<file path="src/rtl/fetch_unit.sv">
// fetch_unit: PC/IR fetch FSM; in: clk, rst_n, imem_ack/rdata, stall, jump/branch/zero; out: imem_req/addr, instr, opcode, instr_valid, pc, pc_plus4, fetch_err
module fetch_unit #(
  parameter logic [31:0] RESET_PC = 32'h0000_0000,
  parameter int unsigned MAX_WAIT = 15
) (
  input  logic        clk,
  input  logic        rst_n,
  output logic [31:0] imem_addr,
  output logic        imem_req,
  input  logic        imem_ack,
  input  logic [31:0] imem_rdata,
  input  logic        stall,
  input  logic        jump,
  input  logic        branch,
  input  logic        zero,
  output logic [31:0] instr,
  output logic [5:0]  opcode,
  output logic        instr_valid,
  output logic [31:0] pc,
  output logic [31:0] pc_plus4,
  output logic        fetch_err
);
  typedef enum logic [1:0] {IDLE, FETCH, VALID, ERROR} state_t;
  localparam logic [7:0] MW = 8'(MAX_WAIT);
  state_t state_q, state_d;
  logic [31:0] pc_q, pc_d, ir_q, ir_d, br_off, pc_next;
  logic [7:0] wait_q, wait_d;
  assign pc_plus4 = pc_q + 32'd4;
  assign br_off = {{14{ir_q[15]}}, ir_q[15:0], 2'b00};
  assign pc_next = jump ? {pc_plus4[31:28], ir_q[25:0], 2'b00} : (branch && zero) ? pc_plus4 + br_off : pc_plus4;
  always_comb begin
    state_d = state_q;
    pc_d = pc_q;
    ir_d = ir_q;
    wait_d = wait_q;
    case (state_q)
      IDLE: begin
        state_d = FETCH;
        wait_d = '0;
      end
      FETCH: begin
        if (imem_ack) begin
          ir_d = imem_rdata;
          state_d = VALID;
        end else if (wait_q == MW) state_d = ERROR;
        else wait_d = wait_q + 8'd1;
      end
      VALID: begin
        if (!stall) begin
          pc_d = pc_next;
          state_d = FETCH;
          wait_d = '0;
        end
      end
      default: ;
    endcase
  end
  always_ff @(posedge clk) begin
    if (!rst_n) begin
      state_q <= IDLE;
      pc_q <= RESET_PC;
      ir_q <= '0;
      wait_q <= '0;
    end else begin
      state_q <= state_d;
      pc_q <= pc_d;
      ir_q <= ir_d;
      wait_q <= wait_d;
    end
  end
  assign imem_req = state_q == FETCH;
  assign imem_addr = pc_q;
  assign pc = pc_q;
  assign instr = ir_q;
  assign opcode = ir_q[31:26];
  assign instr_valid = state_q == VALID;
  assign fetch_err = state_q == ERROR;
endmodule

</file>
<file path="config.mk">
export PLATFORM = sky130hd
export DESIGN_NAME = fetch_unit
export DESIGN_NICKNAME = d
export VERILOG_FILES = /design/src/rtl/fetch_unit.sv
export SDC_FILE = /design/constraint.sdc
export NUM_CORES = 1
export LEC_CHECK = 0
export BUFFER_PORTS_ARGS = -buffer_cell sky130_fd_sc_hd__buf_2
export CELL_PAD_IN_SITES_DETAIL_PLACEMENT = 1
export CELL_PAD_IN_SITES_GLOBAL_PLACEMENT = 2
export CORE_ASPECT_RATIO = 1.2
export CORE_MARGIN = 4
export CORE_UTILIZATION = 31
export CTS_BUF_LIST = sky130_fd_sc_hd__clkbuf_8
export CTS_CLUSTER_DIAMETER = 50
export DETAILED_ROUTE_END_ITERATION = 6
export PLACE_DENSITY = 0.95
export SLEW_MARGIN = 15
export SYNTH_ARGS = -nofsm -noshare
export SYNTH_HDL_FRONTEND = slang
export SYNTH_SLANG_ARGS = --single-unit
</file>
<file path="constraint.sdc">
create_clock -name clk -period 6.5 [get_ports clk]
set_input_delay 0.65 -clock clk [delete_from_list [all_inputs] [get_ports clk]]
set_output_delay 0.65 -clock clk [all_outputs]
set_load 0.05 [all_outputs]
</file>
## Yosys cells after proc, flatten, opt, wreduce, memory -nomap -nowiden

Cells that the tools add are included.

- Register bits after elaboration: 74
- Bits of input ports: 39

- Add/sub/neg operators: 3
- Equal/unequal tests: 8
- Mux-type cells: 10
- Bitwise operators: 1
- Reduce and logical (&&, ||, !) cells: 7

Operator list:

| operator | number |
|---|---|
| 32-bit 2-to-1 mux | 2 |
| 32-bit by 3-bit adder with 32-bit output (second input constant) | 1 |
| 32-bit adder | 1 |
| 8-bit 2-to-1 mux | 3 |
| 8-bit case mux with 3 select lines | 1 |
| 8-bit by 1-bit adder with 8-bit output (second input constant) | 1 |
| 8-bit by 4-bit == test with 1-bit output (second input constant) | 1 |
| 2-bit 2-to-1 mux | 3 |
| 2-bit != test (second input constant) | 3 |
| 2-bit case mux with 3 select lines | 1 |
| 2-bit == test (second input constant) | 2 |
| 2-bit AND reduction | 2 |
| 4-bit AND reduction | 1 |
| 3-bit by 1-bit != test with 1-bit output (second input constant) | 1 |
| 3-bit AND reduction | 1 |
| 3-bit nonzero test | 1 |
| 2-bit by 1-bit == test with 1-bit output (second input constant) | 1 |
| 2-bit logical NOT | 1 |
| 1-bit logical AND | 1 |
| 1-bit inverter | 1 |

## Logic depth before layout (Yosys ltp)

Gate-level depths: netlist of the first run.

- Word-level depth: 4
- Gate-level depth with buffers: 17
- Depth with buffers taken out: 17

## Worst setup path after synthesis of the first run

Ideal clock, no wire load.

- Kind: register to register
- Start: register pc_q[2] (netlist: imem_addr[2])
- End: register pc_q[31] (netlist: imem_addr[31])
- Arrival time: 4787 ps
- Slack: 1586 ps
- Stages on the path, launching flop included: 16
- Buffers on the path: 0
- Clock period less this slack: 4914 ps
- Path through: dfxtp_1 > ha_1 > nand4_1 > nor2_1 > and4_1 > and3_1 > nand4_1 > xnor2_1 > ha_1 > a21o_1 > a21o_1 > a21o_1 > or3_1 > nand3_1 > a211oi_1 > or3_1

- Longest elaborated chain between the ends: 4

RTL lines:

| item | line | source |
|---|---|---|
| start, declared | 26 | `logic [31:0] pc_q, pc_d, ir_q, ir_d, br_off, pc_next;` |
| start signal, assigned | 66 | `pc_q <= pc_d;` |
| 32-bit by 3-bit adder with 32-bit output | 28 | `assign pc_plus4 = pc_q + 32'd4;` |
| named net pc_plus4[28] | 20 | `output logic [31:0] pc_plus4,` |
| 32-bit adder | 30 | `assign pc_next = jump ? {pc_plus4[31:28], ir_q[25:0], 2'b00} : (branch && zero) ? pc_plus4 + br_off : pc_plus4 ...` |
| 32-bit 2-to-1 mux (2 in series) | 30 |  |

The timed path passes the listed nets, and every way through them passes these cells.
A chain may end at the register's enable or synchronous reset.

## Worst setup path in the final report of the first run

- Start: register pc_q[2] (netlist: imem_addr[2])
- End: register pc_q[31] (netlist: imem_addr[31])

- Longest elaborated chain between the ends: 4

RTL lines:

| item | line |
|---|---|
| 32-bit by 3-bit adder with 32-bit output * | 28 |
| 32-bit adder | 30 |
| 32-bit 2-to-1 mux | 30 |
| 32-bit 2-to-1 mux * | 30 |

Mark *: on every way between the ends. The rest lies on a longest branch, timed or not.

==> flow_summary_export.csv, run 1 <==
group,metric,value,unit
worst_setup_path,worst_ep_arrival_time,4.52,ns
clocking,cts_resized,0,
yosys,synth_xor_area_share,8.37,%
layout,fill_cells,2271,
yosys,synth_ff_type,"dfxtp_1",
sta,tightest_slew,1.10,ns
yosys,synth.avg_cell_area,7.44,um2
place,hpwl,15600,um
layout,final_nets,954,
yosys,synthCells,760,
yosys,synth_cell_types,64,
floorplanning,die_y,156,um
place,numPortBuffers,169,
sta,rsz0062_at_grt,"false",
sta,relSlewSlack,26.3,%
grt,grt_use_met1,22.9,%
floorplanning,fp-row-count,53,
min_path,hold_depth,2,
detailed_routing,route.detailed.drc,0,
sta,fmax,236,MHz
grt,grt_overflow,0,
detailed_routing,dr.pass1.iters,4,
worst_setup_path,path_max_fanout,8,
sta,final_hold_viol_count,0,
detailed_routing,routed_wl,20300,um
place,gp_congestion,0.846,
sta,drv_slew,0,
floorplanning,chipWidth,131,um
detailed_routing,wl_per_cell,18.4,um
run,cap_viol_max_count,0,
grt,met2_usage,35.4,%
worst_setup_path,endpoint_kind,"flip-flop",
layout,area_growth,17.5,%
grt,busiest_layer,"met2",
floorplanning,coreArea,17700,um2
run_status,status,"complete, no violations",
layout,layout_commonest_cell,"buf_2",
clocking,cts.sinks,72,
grt,grtUsageMet3,4.19,%
floorplanning,io_pins,176,
min_path,hold_start,"instr[28]",
sta,fin_setup_tns,0,ns
detailed_routing,drt_iter0_markers,356,
yosys,synthArstFlopShare,0,%
yosys,synth_compound_area_share,24.5,%
clocking,clockBufferDepth,2,
clocking,clockRootBuffer,"clkbuf_8",
clocking,clk_latency,0.38,ns
detailed_routing,drtAntennaViolNets,0,
yosys,ys_seq_area_share,25.5,%
worst_setup_path,reg2reg_from,"imem_addr[2]",
power_and_ir_drop,power,1.14,mW
yosys,syn_area,5650,um2
worst_setup_path,path_class,"flip-flop to flip-flop",
yosys,synth_top_family_by_area,"compound AO/OA/AOI/OAI gates",
floorplanning,start_util,31.9,%
min_path,hold_end,"instr[28]",
worst_setup_path,r2r_slack,2.26,ns
clocking,cts_tree,"yes",
layout,drive_gt1_share,23.2,%
clocking,post_cts_buffers,0,
grt,grt_pass1_vias,6024,
sta,period_minus_slack,4.24,ns
detailed_routing,via_per_inst,5.31,
clocking,h-tree-depth,3,
yosys,yosys.area_share.simple,24.1,%
clocking,postCtsHoldBufs,0,
detailed_routing,vias,5854,
floorplanning,die-area,20500,um2
layout,layout_common_cells,"buf_2, nand2_1, a21oi_1",
worst_setup_path,r2r_end,"imem_addr[31]",
sta,setup_viol,0,
min_path,hp-class,"flip-flop to flip-flop",
grt,antenna_found_initial,2,
worst_setup_path,cp-start-kind,"flip-flop",
power_and_ir_drop,cellPowerDensity,172,nW/um2
layout,antenna_cells,0,
yosys,yosys_warnings,0,
worst_setup_path,required,6.77,ns
power_and_ir_drop,p_leak,3.16,nW
yosys,synthAdderAreaFrac,8.54,%
yosys,synth_edf_count,0,
grt,grt_max_degree,39,
yosys,yosys-mux-area-fraction,0.376,%
grt,grt_pass1_wl,32200,um
clocking,cts_made_buffers,9,
worst_setup_path,reg2reg_depth,15,
sta,clock-skew-final,0.0222,ns
grt,gr-usage-all-layers,19.4,%
yosys,ys_ff_latch,72,
sta,fin_crit_sh,65.3,%
clocking,path_clk_slew,0.09,ns
power_and_ir_drop,ir_drop,0.121,mV
==> worst max path at each step <==
| stage | startpoint | to | slack, ns | cells past startpoint |
|---|---|---|---|---|
| 3_5_place_dp | imem_addr[2] | imem_addr[31] | 2.26 | 15 |
| 2_1_floorplan | imem_addr[2] | imem_addr[31] | 1.59 | 15 |
| 4_1_cts | imem_addr[2] | imem_addr[31] | 2.26 | 15 |
| 6_report | imem_addr[2] | imem_addr[31] | 2.26 | 15 |
| 5_1_grt | imem_addr[2] | imem_addr[31] | 1.96 | 15 |
| 3_3_place_gp | imem_addr[2] | imem_addr[31] | 2.38 | 15 |
==> per-layer routing <==
| layer | routed length, um | part of all wire (%) |
|---|---|---|
| met1 | 8500 | 42 |
| met2 | 10300 | 51 |
| met3 | 1050 | 5.2 |
| met4 | 389 | 1.9 |
| met5 | 21 | 0.10 |
==> report_power, final <==
part           total, mW  internal [mW]  switching, mW  leakage (nW)
clock              0.439          0.248          0.192         0.115
sequential         0.472          0.455         0.0172         0.584
combinational      0.232         0.0604          0.172          2.46
total               1.14          0.763          0.381          3.16
==> worst max-delay path: stages, from the launching register on <==
cell and delay, ns:
dfxtp_1 0.47, ha_1 0.27, nand4_1 0.16, nor2_1 0.49, and4_1 0.36, and3_1 0.21
nand4_1 0.18, xnor2_1 0.20, ha_1 0.38, a21o_1 0.19, a21o_1 0.17, a21o_1 0.20
or3_1 0.35, nand3_1 0.11, a211oi_1 0.06, or3_1 0.34
==> cells in the mapped netlist, types with 14 or more instances <==
cell type / count / area [um2]
o211ai_1: 21 / 158
xor2_1: 23 / 201
nand4_1: 14 / 87.6
nand2_1: 127 / 477
buf_4: 42 / 315
xnor2_1: 31 / 272
o21ai_0: 43 / 215
dfxtp_1: 72 / 1440
a21o_1: 20 / 150
nand3_1: 24 / 120
clkbuf_1: 27 / 101
ha_1: 37 / 463
nor2_1: 51 / 191
a21oi_1: 86 / 430
==> cell families after synthesis <==
group,count (synthesis)
buffers and inverters,86
DFF,72
xor gates and xnor gates,54
other,1
muxes,2
adders and majority gates,38
and+or+nand+nor,284
AOI/OAI and AO/OA,223
==> state kept, by name (all words and copies together), names as in the netlist <==
signal	cells
imem_addr	30
wait_q	8
instr	32
state_q	2
==> stage by stage <==
stage	hold WS (ns)	utilization [%]	instance area, um2	setup slack (ns)	cells
after global routing	0.474	37.5	6640	1.96	1102
after detailed placement	0.461	36.1	6400	2.26	1086
after CTS	0.475	37.5	6640	2.26	1102
final	0.468	37.5	6640	2.26	1102
after global placement	0.452	36.1	6400	2.38	1086
after floorplan	0.458	-	5670	1.59	765
==> final cells by class <==
| class | count | area [um2] | share of cell area (%) |
|---|---|---|---|
| repair buffers | 175 | 891 | 13.4 |
| inverters | 12 | 45.0 | 0.678 |
| clock buffers | 12 | 165 | 2.49 |
| multi-input cells | 607 | 3750 | 56.4 |
| clock inverters | 4 | 75.1 | 1.13 |
| well taps | 220 | 275 | 4.15 |
| flip-flops and latches | 72 | 1440 | 21.7 |
(Power assumes the default switching activity.)
==> run 2, diff against run 1 <==
CORE_UTILIZATION = 29   (was 31)
PLACE_DENSITY = 0.94   (was 0.95)
clock period = 4 ns   (was 6.5 ns; I/O delays follow)
==> run 2 against run 1 <==
  * Sequential power increased by 62%
  * Sequential share of layout area down 0.98 points
  * Combinational power rose by 67%
  * Register-to-register slack lost 2.0 ns
  * Non-clock buffer count increased by 20
  * Clock power is 81% higher
  * Count of clock-buffer cells in the layout decreased by 3
  * Clock skew shrank 0.0018 ns
  * Critical path depth unchanged
  * Fmax rose by 13%
  * Hold slack worse by 0.21 ns
  * Global-route usage is 0.61 points lower
==> flow_summary_export.csv, run 2 (same netlist as run 1, synthesis figures left out) <==
group,metric,value,unit
run_status,status,"complete, no violations",
detailed_routing,wl_met2,10800,um
place,numPortBuffers,169,
sta,fmax,265,MHz
place,place_area,6850,um2
sta,clock-skew-final,0.0204,ns
worst_setup_path,path_class,"flip-flop to flip-flop",
min_path,hold_start,"imem_rdata[21]",
sta,relSlewSlack,32.2,%
floorplanning,io_pins,176,
worst_setup_path,max_stage_delay,0.39,ns
sta,period_minus_slack,3.77,ns
worst_setup_path,reg2reg_from,"imem_addr[2]",
detailed_routing,dr.pass1.iters,4,
worst_setup_path,cp-start-kind,"flip-flop",
detailed_routing,dr_wl_met3,632,um
detailed_routing,drtAntennaViolNets,0,
grt,grt_max_degree,38,
clocking,path_clk_slew,0.10,ns
worst_setup_path,cpMostUsedCell,"a21o_1",
floorplanning,fp-row-count,55,
detailed_routing,route.detailed.drc,0,
detailed_routing,wl_per_cell,17.9,um
power_and_ir_drop,p_leak,3.43,nW
clocking,clockRootBuffer,"clkbuf_8",
power_and_ir_drop,cellPowerDensity,273,nW/um2
floorplanning,start_util,29.8,%
sta,holdWs,0.261,ns
layout,fin_util,37.5,%
clocking,cts.sinks,72,
detailed_routing,wl_met1,9080,um
layout,multi_input_area,3970,um2
clocking,clockBufferDepth,2,
grt,antenna_found_initial,0,
layout,ff_latch_area,1480,um2
grt,gr-usage-all-layers,18.8,%
clocking,cts_tree,"yes",
detailed_routing,vias,5979,
floorplanning,die_y,161,um
worst_setup_path,path_max_fanout,8,
floorplanning,die-area,21800,um2
worst_setup_path,endpoint_kind,"flip-flop",
clocking,postCtsHoldBufs,0,
place,hpwl,16200,um
power_and_ir_drop,power,1.95,mW
grt,grt_pass1_vias,6161,
layout,drive_gt1_share,29.7,%
clocking,post_cts_buffers,0,
clocking,h-tree-depth,3,
grt,grt_pass1_wl,33000,um
sta,drv_slew,0,
floorplanning,coreArea,19000,um2
sta,fin_crit_sh,94.3,%
min_path,hp-class,"primary input to flip-flop",
sta,tightest_slew,1.02,ns
place,gp_congestion,0.840,
clocking,cts_resized,0,
grt,grt_overflow,0,
layout,layout_common_cells,"buf_2, nand2_1, a21oi_1",
sta,fin_setup_tns,0,ns
sta,setup_viol,0,
worst_setup_path,required,4.26,ns
clocking,clk_latency,0.37,ns
layout,largest_register_ff_count,32,
detailed_routing,routed.top_layer,"met4",
worst_setup_path,slowest_stage,"dfxtp_4",
layout,fill_cells,2430,
detailed_routing,routed_wl,20700,um
worst_setup_path,crit_chain,"ha_1, nand4_1, nor2_2, and4_1, and3_1, nand4_1, xnor2_4, ha_4, a21o_1, a21o_1, a21o_1, or3_1, nand3_1, a211oi_1, or3_1",
clocking,cts_made_buffers,9,
layout,final_nets,974,
layout,final_area,7120,um2
sta,rsz0062_at_grt,"false",
detailed_routing,drt_iter0_markers,310,
detailed_routing,via_per_inst,5.16,
layout,antenna_cells,0,
run,cap_viol_max_count,0,
power_and_ir_drop,ir_drop,0.186,mV
sta,final_hold_viol_count,0,
floorplanning,chipWidth,135,um
worst_setup_path,worst_ep_arrival_time,4.03,ns
layout,area_growth,26.0,%
worst_setup_path,crit_start,"imem_addr[2]",
layout,layout_commonest_cell,"buf_2",
[run 2: metrics by stage]
stage	setup slack [ns]	std cells
CTS	0.188	1158
detailed placement	0.189	1142
global placement	0.274	1142
finish	0.230	1158
floorplan	0.00540	765
global route	0.00254	1158
[run 2: layout make-up]
type | count | share of cell area (%)
multi-input cells | 607 | 55.8
clock buffers | 9 | 1.74
clock inverters | 7 | 2.00
inverters | 12 | 0.632
repair buffers | 195 | 14.6
flip-flops and latches | 72 | 20.7
well taps | 256 | 4.50
[run 2: final timing paths]
| kind | end | slack (ns) | cells past startpoint |
|---|---|---|---|
| setup / recovery | imem_addr[31] | 0.23 | 15 |
| hold / removal | instr[21] | 0.26 | 3 |
| setup reg to reg | imem_addr[31] | 0.23 | 15 |
| hold reg to reg | instr[28] | 0.47 | 2 |
[run 2: metal layers]
metal | up-vias | GRT usage [%]
met4 | 0 | 3.48
met3 | 11 | 2.35
met1 | 2928 | 23.8
met5 | - | 0
met2 | 106 | 34.1
li1 | 2934 | -
[run 2: where the power goes]
| group | internal (mW) | total [mW] | switching (mW) |
|---|---|---|---|
| registers | 0.735 | 0.765 | 0.0295 |
| logic | 0.105 | 0.388 | 0.283 |
| clock network | 0.480 | 0.794 | 0.314 |
[run 2: worst max-delay path, delay by kind of cell, from the launching register on]
kind	cells	cell delay [ns]
and+or+nand+nor	8	1.94
DFF	1	0.39
xor gates and xnor gates	1	0.28
adders and majority gates	2	0.47
AOI/OAI and AO/OA	4	0.59
==> run 3, diff against run 2 <==
CORE_ASPECT_RATIO = default   (was 1.2)
==> run 3 against run 2 <==
  * Global-route usage about the same
  * Largest power group is now sequential cells
  * Setup slack better by 0.016 ns
  * Fmax increased by 0.43%
  * Sequential share of layout area rose by 0.23 points
  * Via count up 1.4%
  * Critical endpoint unchanged
  * Highest routed layer is now met5
  * Largest cell class unchanged
  * Register-to-register slack improved by 0.02 ns
==> flow_summary_export.csv, run 3 (same netlist as run 1, synthesis figures left out) <==
group,metric,value,unit
clocking,cts_tree,"yes",
grt,grt_overflow,0,
layout,final_cell_count_no_fill,1162,
worst_setup_path,cp-start-kind,"flip-flop",
worst_setup_path,reg2reg_depth,14,
worst_setup_path,crit_chain,"nand4_1, nor3_4, buf_4, nand3_1, xnor2_4, ha_1, o21ai_0, a21oi_1, o41a_1, a31oi_2, mux2_2, nor2_1, a21oi_1, or3_1",
layout,fill_cells,2365,
worst_setup_path,endpoint_kind,"flip-flop",
detailed_routing,via_per_inst,5.22,
floorplanning,die-area,21800,um2
sta,fin_setup_tns,0,ns
sta,fmax,266,MHz
layout,final_area,7040,um2
sta,setup_viol,0,
place,numPortBuffers,169,
detailed_routing,dr.pass1.iters,5,
layout,fin_util,37.2,%
sta,setup_ws,0.246,ns
worst_setup_path,cpMostUsedCell,"a21oi_1",
grt,gr-usage-all-layers,18.8,%
clocking,h-tree-depth,3,
place,gp_congestion,0.871,
run_status,status,"complete, no violations",
sta,period_minus_slack,3.75,ns
floorplanning,chipWidth,148,um
sta,fin_crit_sh,93.9,%
worst_setup_path,cpLargestDelayFamily,"simple AND/OR/NAND/NOR gates",
detailed_routing,route.detailed.drc,0,
power_and_ir_drop,cellPowerDensity,239,nW/um2
floorplanning,fp-row-count,50,
detailed_routing,vias,6060,
layout,final_nets,974,
worst_setup_path,r2r_slack,0.25,ns
min_path,hold_start,"imem_rdata[17]",
run,cap_viol_max_count,0,
detailed_routing,drtAntennaViolNets,0,
min_path,hp-class,"primary input to flip-flop",
worst_setup_path,reg2reg_from,"imem_addr[10]",
power_and_ir_drop,p_leak,3.39,nW
power_and_ir_drop,power,1.68,mW
worst_setup_path,path_max_fanout,5,
clocking,clockRootBuffer,"clkbuf_8",
grt,grt_pass1_wl,33200,um
layout,layout_common_cells,"buf_2, nand2_1, a21oi_1",
detailed_routing,wl_per_cell,18.1,um
layout,multi_input_area,3990,um2
min_path,hold_end,"instr[17]",
layout,ff_latch_area,1480,um2
worst_setup_path,slowest_stage,"dfxtp_2",
place,place_area,6820,um2
grt,grt_max_degree,50,
power_and_ir_drop,ir_drop,0.122,mV
sta,relSlewSlack,24.5,%
floorplanning,coreArea,19000,um2
worst_setup_path,worst_ep_arrival_time,4.01,ns
sta,final_hold_viol_count,0,
worst_setup_path,path_class,"flip-flop to flip-flop",
worst_setup_path,cp_num_buf_inv,1,
place,pre_cts_slack,0.134,ns
clocking,path_clk_slew,0.08,ns
sta,clock-skew-final,0.0167,ns
sta,holdWs,0.265,ns
min_path,hold_depth,3,
worst_setup_path,r2r_end,"imem_addr[31]",
detailed_routing,wl_met1,9680,um
floorplanning,io_pins,176,
worst_setup_path,max_stage_delay,0.39,ns
layout,drive_gt1_share,29.4,%
place,hpwl,16200,um
layout,largest_register_ff_count,32,
detailed_routing,dr_wl_met3,1100,um
worst_setup_path,required,4.26,ns
detailed_routing,routed.top_layer,"met5",
floorplanning,start_util,29.8,%
detailed_routing,routed_wl,21000,um
detailed_routing,wl_met2,10100,um
clocking,cts.sinks,72,
floorplanning,die_y,148,um
grt,grt_pass1_vias,6055,
clocking,clk_latency,0.37,ns
clocking,clockBufferDepth,2,
layout,layout_commonest_cell,"buf_2",
sta,tightest_slew,1.13,ns
layout,area_growth,24.6,%
clocking,cts_made_buffers,9,
sta,drv_slew,0,
place,dp.cells,1142,
detailed_routing,drt_iter0_markers,284,
grt,antenna_found_initial,1,
[run 3: power by group]
part / total (mW) / switching [mW] / internal [mW]
Combinational: 0.389 / 0.285 / 0.104
Sequential: 0.764 / 0.0289 / 0.735
Clock: 0.529 / 0.280 / 0.248
[run 3: area by class of cell]
class                   count  area share (%)
diodes                      1          0.0355
clock buffers              11            2.15
clock inverters             4           0.231
inverters                  12           0.639
multi-input cells         607            56.6
flip-flops and latches     72            21.0
well taps                 260            4.62
repair buffers            195            14.8
[run 3: how the worst max path moves through the flow]
stage | startpoint | slack (ns) | cells after the start | end
6_report | imem_addr[10] | 0.25 | 14 | imem_addr[31]
5_1_grt | imem_addr[2] | -0.05 | 15 | imem_addr[31]
4_1_cts | imem_addr[2] | 0.12 | 15 | imem_addr[31]
3_5_place_dp | imem_addr[2] | 0.13 | 15 | imem_addr[31]
3_3_place_gp | imem_addr[2] | 0.21 | 15 | imem_addr[31]
2_1_floorplan | imem_addr[8] | 0.005 | 12 | imem_addr[30]
[run 3: repair_timing]
| action | 4_1_cts | 5_1_grt |
|---|---|---|
| setup endpoints to repair | 0 | 5 |
| gates resized for setup | 0 | 5 |
| hold buffers | 0 | 0 |
| buffers inserted | 0 | 4 |
[run 3: metal layers]
layer | vias to the layer above | GRT usage, %
li1 | 2940 | -
met1 | 2955 | 25.0
met2 | 147 | 31.5
met3 | 16 | 3.77
met4 | 2 | 4.10
met5 | - | 0
[run 3: worst register-to-register path, delay by kind of cell, from the launching register on]
kind	cells	cell delay, ns
compound gates	5	1.02
xor+xnor	1	0.22
fa+ha+maj	1	0.29
buf+inv	1	0.18
flops	1	0.39
mux	1	0.38
simple gates	5	1.17
